$ cat src/rtl/stage_mem.sv
// Memory-access pipeline stage and MEM/WB register with a req/ack data-bus handshake.
// Optional LL/SC support (llbit) is enabled by defining STAGE_MEM_LLSC_EN.
module stage_mem #(
  parameter int unsigned ADDR_W  = 32,
  parameter int unsigned MEMOP_W = 4
) (
  input  logic              clk,
  input  logic              rst,
  input  logic              we,
  input  logic [4:0]        waddr,
  input  logic [31:0]       wdata,
  input  logic [MEMOP_W-1:0] mem_op,
  input  logic [ADDR_W-1:0] mem_addr,
  input  logic              we_hilo,
  input  logic [31:0]       hi,
  input  logic [31:0]       lo,
  output logic              we_o,
  output logic [4:0]        waddr_o,
  output logic [31:0]       wdata_o,
  output logic              we_hilo_o,
  output logic [31:0]       hi_o,
  output logic [31:0]       lo_o,
  output logic              stall_req,
  output logic              addr_err,
  output logic              bus_req,
  output logic              bus_we,
  output logic [ADDR_W-1:0] bus_addr,
  output logic [3:0]        bus_sel,
  output logic [31:0]       bus_wdata,
  input  logic [31:0]       bus_rdata,
  input  logic              bus_ack
);

  localparam logic [MEMOP_W-1:0] OpLb  = MEMOP_W'(1);
  localparam logic [MEMOP_W-1:0] OpLbu = MEMOP_W'(2);
  localparam logic [MEMOP_W-1:0] OpLh  = MEMOP_W'(3);
  localparam logic [MEMOP_W-1:0] OpLhu = MEMOP_W'(4);
  localparam logic [MEMOP_W-1:0] OpLw  = MEMOP_W'(5);
  localparam logic [MEMOP_W-1:0] OpSb  = MEMOP_W'(6);
  localparam logic [MEMOP_W-1:0] OpSh  = MEMOP_W'(7);
  localparam logic [MEMOP_W-1:0] OpSw  = MEMOP_W'(8);
`ifdef STAGE_MEM_LLSC_EN
  localparam logic [MEMOP_W-1:0] OpLl  = MEMOP_W'(9);
  localparam logic [MEMOP_W-1:0] OpSc  = MEMOP_W'(10);
`endif

  localparam logic [1:0] SzByte = 2'd0;
  localparam logic [1:0] SzHalf = 2'd1;
  localparam logic [1:0] SzWord = 2'd2;

  typedef enum logic [0:0] {StIdle, StBusy} state_e;

  state_e      state_q, state_d;
  logic        wb_we_q, wb_we_d;
  logic [4:0]  wb_waddr_q, wb_waddr_d;
  logic [31:0] wb_wdata_q, wb_wdata_d;
  logic        wb_we_hilo_q, wb_we_hilo_d;
  logic [31:0] wb_hi_q, wb_hi_d;
  logic [31:0] wb_lo_q, wb_lo_d;
  logic        addr_err_q, addr_err_d;

  logic        is_load, is_store, is_signed;
  logic [1:0]  size;
  logic        misaligned, sc_fail, start;
  logic [7:0]  ld_byte;
  logic [15:0] ld_half;
  logic [31:0] load_data;

`ifdef STAGE_MEM_LLSC_EN
  logic        is_ll, is_sc;
  logic        llbit_q, llbit_d;
`endif

  always_comb begin
    is_load   = 1'b0;
    is_store  = 1'b0;
    is_signed = 1'b0;
    size      = SzWord;
`ifdef STAGE_MEM_LLSC_EN
    is_ll     = 1'b0;
    is_sc     = 1'b0;
`endif
    case (mem_op)
      OpLb:  begin is_load = 1'b1; is_signed = 1'b1; size = SzByte; end
      OpLbu: begin is_load = 1'b1; size = SzByte; end
      OpLh:  begin is_load = 1'b1; is_signed = 1'b1; size = SzHalf; end
      OpLhu: begin is_load = 1'b1; size = SzHalf; end
      OpLw:  begin is_load = 1'b1; end
      OpSb:  begin is_store = 1'b1; size = SzByte; end
      OpSh:  begin is_store = 1'b1; size = SzHalf; end
      OpSw:  begin is_store = 1'b1; end
`ifdef STAGE_MEM_LLSC_EN
      OpLl:  begin is_load = 1'b1; is_ll = 1'b1; end
      OpSc:  begin is_store = 1'b1; is_sc = 1'b1; end
`endif
      default: ;
    endcase
  end

  always_comb begin
    misaligned = 1'b0;
    if (is_load || is_store) begin
      if (size == SzHalf) misaligned = mem_addr[0];
      if (size == SzWord) misaligned = (mem_addr[1:0] != 2'b00);
    end
`ifdef STAGE_MEM_LLSC_EN
    sc_fail = is_sc && !llbit_q;
`else
    sc_fail = 1'b0;
`endif
    start = (is_load || is_store) && !misaligned && !sc_fail;
  end

  // Bus side is combinational from the EX inputs; the stall keeps them stable while busy.
  always_comb begin
    bus_addr  = {mem_addr[ADDR_W-1:2], 2'b00};
    bus_we    = is_store;
    bus_sel   = 4'b1111;
    bus_wdata = wdata;
    case (size)
      SzByte: begin
        bus_wdata = {4{wdata[7:0]}};
        case (mem_addr[1:0])
          2'd0:    bus_sel = 4'b1000;
          2'd1:    bus_sel = 4'b0100;
          2'd2:    bus_sel = 4'b0010;
          default: bus_sel = 4'b0001;
        endcase
      end
      SzHalf: begin
        bus_wdata = {2{wdata[15:0]}};
        bus_sel   = mem_addr[1] ? 4'b0011 : 4'b1100;
      end
      default: ;
    endcase
  end

  always_comb begin
    case (mem_addr[1:0])
      2'd0:    ld_byte = bus_rdata[31:24];
      2'd1:    ld_byte = bus_rdata[23:16];
      2'd2:    ld_byte = bus_rdata[15:8];
      default: ld_byte = bus_rdata[7:0];
    endcase
    ld_half = mem_addr[1] ? bus_rdata[15:0] : bus_rdata[31:16];
    case (size)
      SzByte:  load_data = {{24{is_signed & ld_byte[7]}}, ld_byte};
      SzHalf:  load_data = {{16{is_signed & ld_half[15]}}, ld_half};
      default: load_data = bus_rdata;
    endcase
  end

  always_comb begin
    state_d      = state_q;
    bus_req      = 1'b0;
    stall_req    = 1'b0;
    wb_we_d      = we;
    wb_waddr_d   = waddr;
    wb_wdata_d   = wdata;
    wb_we_hilo_d = we_hilo;
    wb_hi_d      = hi;
    wb_lo_d      = lo;
    addr_err_d   = 1'b0;
`ifdef STAGE_MEM_LLSC_EN
    llbit_d      = llbit_q;
`endif
    unique case (state_q)
      StIdle: begin
        if (misaligned) begin
          wb_we_d      = 1'b0;
          wb_we_hilo_d = 1'b0;
          addr_err_d   = 1'b1;
        end else if (sc_fail) begin
          wb_wdata_d = 32'd0;
        end else if (start) begin
          bus_req      = 1'b1;
          stall_req    = 1'b1;
          wb_we_d      = 1'b0;
          wb_we_hilo_d = 1'b0;
          state_d      = StBusy;
        end
      end
      StBusy: begin
        bus_req = 1'b1;
        if (bus_ack) begin
          state_d = StIdle;
          if (is_load) wb_wdata_d = load_data;
          if (is_store) wb_we_d = 1'b0;
`ifdef STAGE_MEM_LLSC_EN
          if (is_ll) llbit_d = 1'b1;
          if (is_store) llbit_d = 1'b0;
          if (is_sc) begin
            wb_we_d    = we;
            wb_wdata_d = 32'd1;
          end
`endif
        end else begin
          stall_req    = 1'b1;
          wb_we_d      = 1'b0;
          wb_we_hilo_d = 1'b0;
        end
      end
      default: state_d = StIdle;
    endcase
    if (!rst) begin
      bus_req   = 1'b0;
      stall_req = 1'b0;
    end
  end

  always_ff @(posedge clk) begin
    if (!rst) begin
      state_q      <= StIdle;
      wb_we_q      <= 1'b0;
      wb_waddr_q   <= 5'd0;
      wb_wdata_q   <= 32'd0;
      wb_we_hilo_q <= 1'b0;
      wb_hi_q      <= 32'd0;
      wb_lo_q      <= 32'd0;
      addr_err_q   <= 1'b0;
`ifdef STAGE_MEM_LLSC_EN
      llbit_q      <= 1'b0;
`endif
    end else begin
      state_q      <= state_d;
      wb_we_q      <= wb_we_d;
      wb_waddr_q   <= wb_waddr_d;
      wb_wdata_q   <= wb_wdata_d;
      wb_we_hilo_q <= wb_we_hilo_d;
      wb_hi_q      <= wb_hi_d;
      wb_lo_q      <= wb_lo_d;
      addr_err_q   <= addr_err_d;
`ifdef STAGE_MEM_LLSC_EN
      llbit_q      <= llbit_d;
`endif
    end
  end

  assign we_o      = wb_we_q;
  assign waddr_o   = wb_waddr_q;
  assign wdata_o   = wb_wdata_q;
  assign we_hilo_o = wb_we_hilo_q;
  assign hi_o      = wb_hi_q;
  assign lo_o      = wb_lo_q;
  assign addr_err  = addr_err_q;

endmodule

$ cat config.mk
export PLATFORM = sky130hd
export DESIGN_NAME = stage_mem
export DESIGN_NICKNAME = d
export VERILOG_FILES = /design/src/rtl/stage_mem.sv
export SDC_FILE = /design/constraint.sdc
export NUM_CORES = 1
export LEC_CHECK = 0
export CORE_ASPECT_RATIO = 1.4
export CORE_MARGIN = 4
export CORE_UTILIZATION = 25
export CTS_CLUSTER_SIZE = 20
export DETAILED_ROUTE_END_ITERATION = 6
export PLACE_DENSITY_LB_ADDON = 0.08
export SLEW_MARGIN = 0
export SYNTH_ARGS = -nofsm -noshare
export SYNTH_HDL_FRONTEND = slang
export SYNTH_SLANG_ARGS = --single-unit
$ cat constraint.sdc
create_clock -name clk -period 1.9 [get_ports clk]
set_input_delay 0.285 -clock clk [delete_from_list [all_inputs] [get_ports clk]]
set_output_delay 0.285 -clock clk [all_outputs]
set_load 0.01 [all_outputs]
==> summary.md <==
| Metric | Value |
|---|---|
| Number of global-route vias before repair | `4932` |
| Initial Utilization | `0.2551` |
| CTS tree | `done` |
| Final hold violation count | `0` |
| Pre-CTS worst setup slack | `-0.9737 ns` |
| WHS Endpoint | `state_q$_DFF_P_` |
| Maximum clock rate | `470.9 MHz` |
| Status | `finished with violations` |
| First-pass GRT wire length | `30450 um` |
| Gpl congestion | `0.8689` |
| Worst Path Required | `1.62 ns` |
| H-tree level count | `3` |
| Leakage | `3.460 nW` |
| DRC violations left | `0` |
| GRT Total Usage | `0.2016` |
| Max-slew violation count | `0` |
| Worst Hold Class | `in -> reg` |
| Top cells by area, synth | `dfxtp_1 47%, and2_1 10%, buf_4 7.2%, nand2_1 5.7%, mux4_2 4.0%` |
| Clock Root Buffer | `clkbuf_16` |
| Final setup fails | `31` |
| Rows | `57` |
| Clock slew at reported path FFs | `0.08 ns` |
| Vias per cell | `4.596` |
| Final global-route overflow total | `0` |
| Worst r2r src | `state_q$_DFF_P_` |
| CP Cell Sequence | `buf_8, or4b_4, buf_6, o211a_4, buf_6, mux2_4, buf_6` |
| Critical Path Source Type | `primary input` |
| Syn Area/Cell | `9.712 um2` |
| RSZ-0062 raised after global routing | `true` |
| Final WL | `20530 um` |
| Syn Inst Count | `459` |
| Post-synthesis sequential area ratio | `0.4715` |
| CP Capture Type | `output port` |
| WHS Path Cells | `3` |
| IO Port Bufs | `286` |
| Post-synth top area share | `0.4715` |
| CP peak stage delay | `0.56 ns` |
| Post-DP HPWL | `15400 um` |
| Max Cap Violations | `0` |
| Latest clock arrival within the worst-skew pair | `0.35 ns` |
| Critical Path Fanout Max | `5` |
| Unique masters post-synth | `42` |
| Rel. slew slack | `0.6633` |
| Fillers | `1680` |
| Die area | `20060 um2` |
| Maximum vdd ir drop | `0.3059 mV` |
| Core Area | `17470 um2` |
| Nets@finish | `944` |
| Iter 0 DRT Violations | `230` |
| R2R depth | `6` |
| Area Growth Syn to Fin | `90.77%` |
| Final Cycle Share | `1.118` |
| CTS max path bufs | `2` |
| Crit path time final | `2.124 ns` |
| HP Start | `rst` |
| FF+latch count, synth | `105` |
| R2R setup slack | `0.38 ns` |
| Ratio of cells with drive above 1 in the final layout | `0.2852` |
| Synth Cell Area | `4458 um2` |
| Largest net degree at the start of global routing | `55` |
| YS warnings | `0` |
| Die Wd | `120.9 um` |
| Final Skew | `0.004208 ns` |
| DR pass1 iterations | `4` |
| Critical Path AT | `1.84 ns` |
| Setup TNS | `-3.142 ns` |
| Antenna Nets Post-Route | `0` |
| Inserted Clock Buffers | `9` |
| Reg2reg end | `wdata_o[26]$_SDFF_PN0_` |
| Vias post-DR | `4647` |
| Final worst slack | `-0.2236 ns` |
| CTS sink cnt | `105` |
| Pwr dens | `681.0 nW/um2` |
| Num ports | `349` |
| Die height | `166.0 um` |
| CP dominant cell by count | `buf_6` |
| Failing checks | `negative setup slack` |
| CP max-delay cell | `or4b_4` |
| Worst slew pin tran | `0.5051 ns` |
| Leading area contributor after synthesis | `dfxtp_1` |
| Avg WL per Cell | `20.30 um` |
| ANT cells | `0` |
| Initial antenna violation count | `1` |
| Setup CP Type | `in -> out` |
-- cell type report --
| type | count | area (um2) | area share |
|---|---|---|---|
| repair buffers | 369 | 3667 | 0.4312 |
| multi-input cells | 281 | 2113 | 0.2485 |
| flip-flops and latches | 105 | 2102 | 0.2472 |
| well taps | 236 | 295.3 | 0.03472 |
| clock buffers | 9 | 225.2 | 0.02648 |
| clock inverters | 7 | 86.33 | 0.01015 |
| inverters | 4 | 15.01 | 0.001765 |
-- logic make-up after synthesis --
group | Yosys count | share of synthesized area
AND/OR/NAND/NOR | 195 | 0.2386
other | 1 | 0.0008412
buffers and inverters | 77 | 0.1114
XOR/XNOR | 1 | 0.001965
flip-flops | 105 | 0.4715
AO/OA/AOI/OAI | 62 | 0.1100
multiplexers | 18 | 0.06567
-- critical path, delay by kind of cell --
kind                   cells  cell delay, ns
AO/OA/AOI/OAI              1            0.18
buffers and inverters      4            0.51
multiplexers               1            0.29
AND/OR/NAND/NOR            1            0.56
-- repair_timing --
item | 4_1_cts | 5_1_grt
pin swaps | 20 | 11
hold endpoints to repair | 0 | 0
cloned | 7 | 0
hold buffers | 0 | 0
gates resized for setup | 203 | 31
buffers inserted | 21 | 3
endpoints found under the setup margin | 64 | 34
-- worst max path at each step --
stage,from,end,cells past startpoint
2_1_floorplan,mem_op[3],bus_sel[3],7
3_3_place_gp,mem_op[3],bus_sel[1],7
3_5_place_dp,mem_op[3],bus_sel[1],7
4_1_cts,mem_op[2],bus_wdata[17],7
5_1_grt,mem_op[1],bus_wdata[17],7
6_report,mem_op[1],bus_wdata[17],7
-- power breakdown --
group	switching [W]	leakage, nW	internal (W)	total [W]
Combinational	0.000609	2.43	0.000917	0.00153
Sequential	0.0000335	0.875	0.00232	0.00236
Clock	0.000964	0.151	0.000946	0.00191
Total	0.00161	3.46	0.00419	0.00579
-- cells in the mapped netlist, drive strengths merged --
library cell and count:
nor2 5, nand2 68, clkbuf 18, or4b 3, a41oi 8, o221a 16
or2 1, or3b 1, buf 55, nand3 22, a21o 1, o21ai 18
mux2 10, and3 1, nor4b 2, conb 1, o22ai 1, nand2b 2
xor2 1, nand3b 1, o211a 1, mux4 8, nor4 1, nor3 1
a22oi 4, inv 4, a31oi 9, dfxtp 105, a21oi 4, and2 87
-- per-stage QoR --
| step | std cells | utilization | instance area (um2) | hold WS [ns] | total power, W |
|---|---|---|---|---|---|
| 2_1_floorplan | 460 | - | 4497 | 0.4051 | 0.002945 |
| 3_3_place_gp | 965 | 0.4387 | 7665 | 0.5701 | 0.003779 |
| 3_5_place_dp | 965 | 0.4387 | 7665 | 0.5701 | 0.003788 |
| 4_1_cts | 1009 | 0.4795 | 8378 | 0.1775 | 0.005835 |
| 5_1_grt | 1011 | 0.4867 | 8504 | 0.1979 | 0.006065 |
| 6_report | 1011 | 0.4867 | 8504 | 0.2061 | 0.005792 |
-- flip-flops by register name (all words and copies together), names as in the netlist --
name and flops:
addr_err 1, hi_o 32, lo_o 32, state_q 1, waddr_o 5, wdata_o 32, we_hilo_o 1, we_o 1
-- layout by cell type, fill, tap and decap left out, types with 8 or more instances in the layout --
cell type,instances
nand2_2,13
o21ai_0,17
buf_2,15
mux4_2,8
buf_6,33
dfxtp_1,105
a31oi_1,8
clkdlybuf4s50_1,248
nand2_1,47
and2_1,70
and2_0,9
o221a_2,14
buf_4,57
nand3_1,16
a41oi_1,8
mux2_2,9
clkbuf_16,9
-- routing by layer --
layer | up-vias | routed length, um | GRT usage | part of all wire
li1 | 2144 | - | - | -
met1 | 2127 | 7416 | 0.2168 | 0.36
met2 | 289 | 10150 | 0.3495 | 0.49
met3 | 85 | 1799 | 0.05826 | 0.088
met4 | 2 | 1143 | 0.1124 | 0.056
met5 | - | 13 | 0 | 0.00063
No activity file was read; power rests on OpenSTA's default activity.
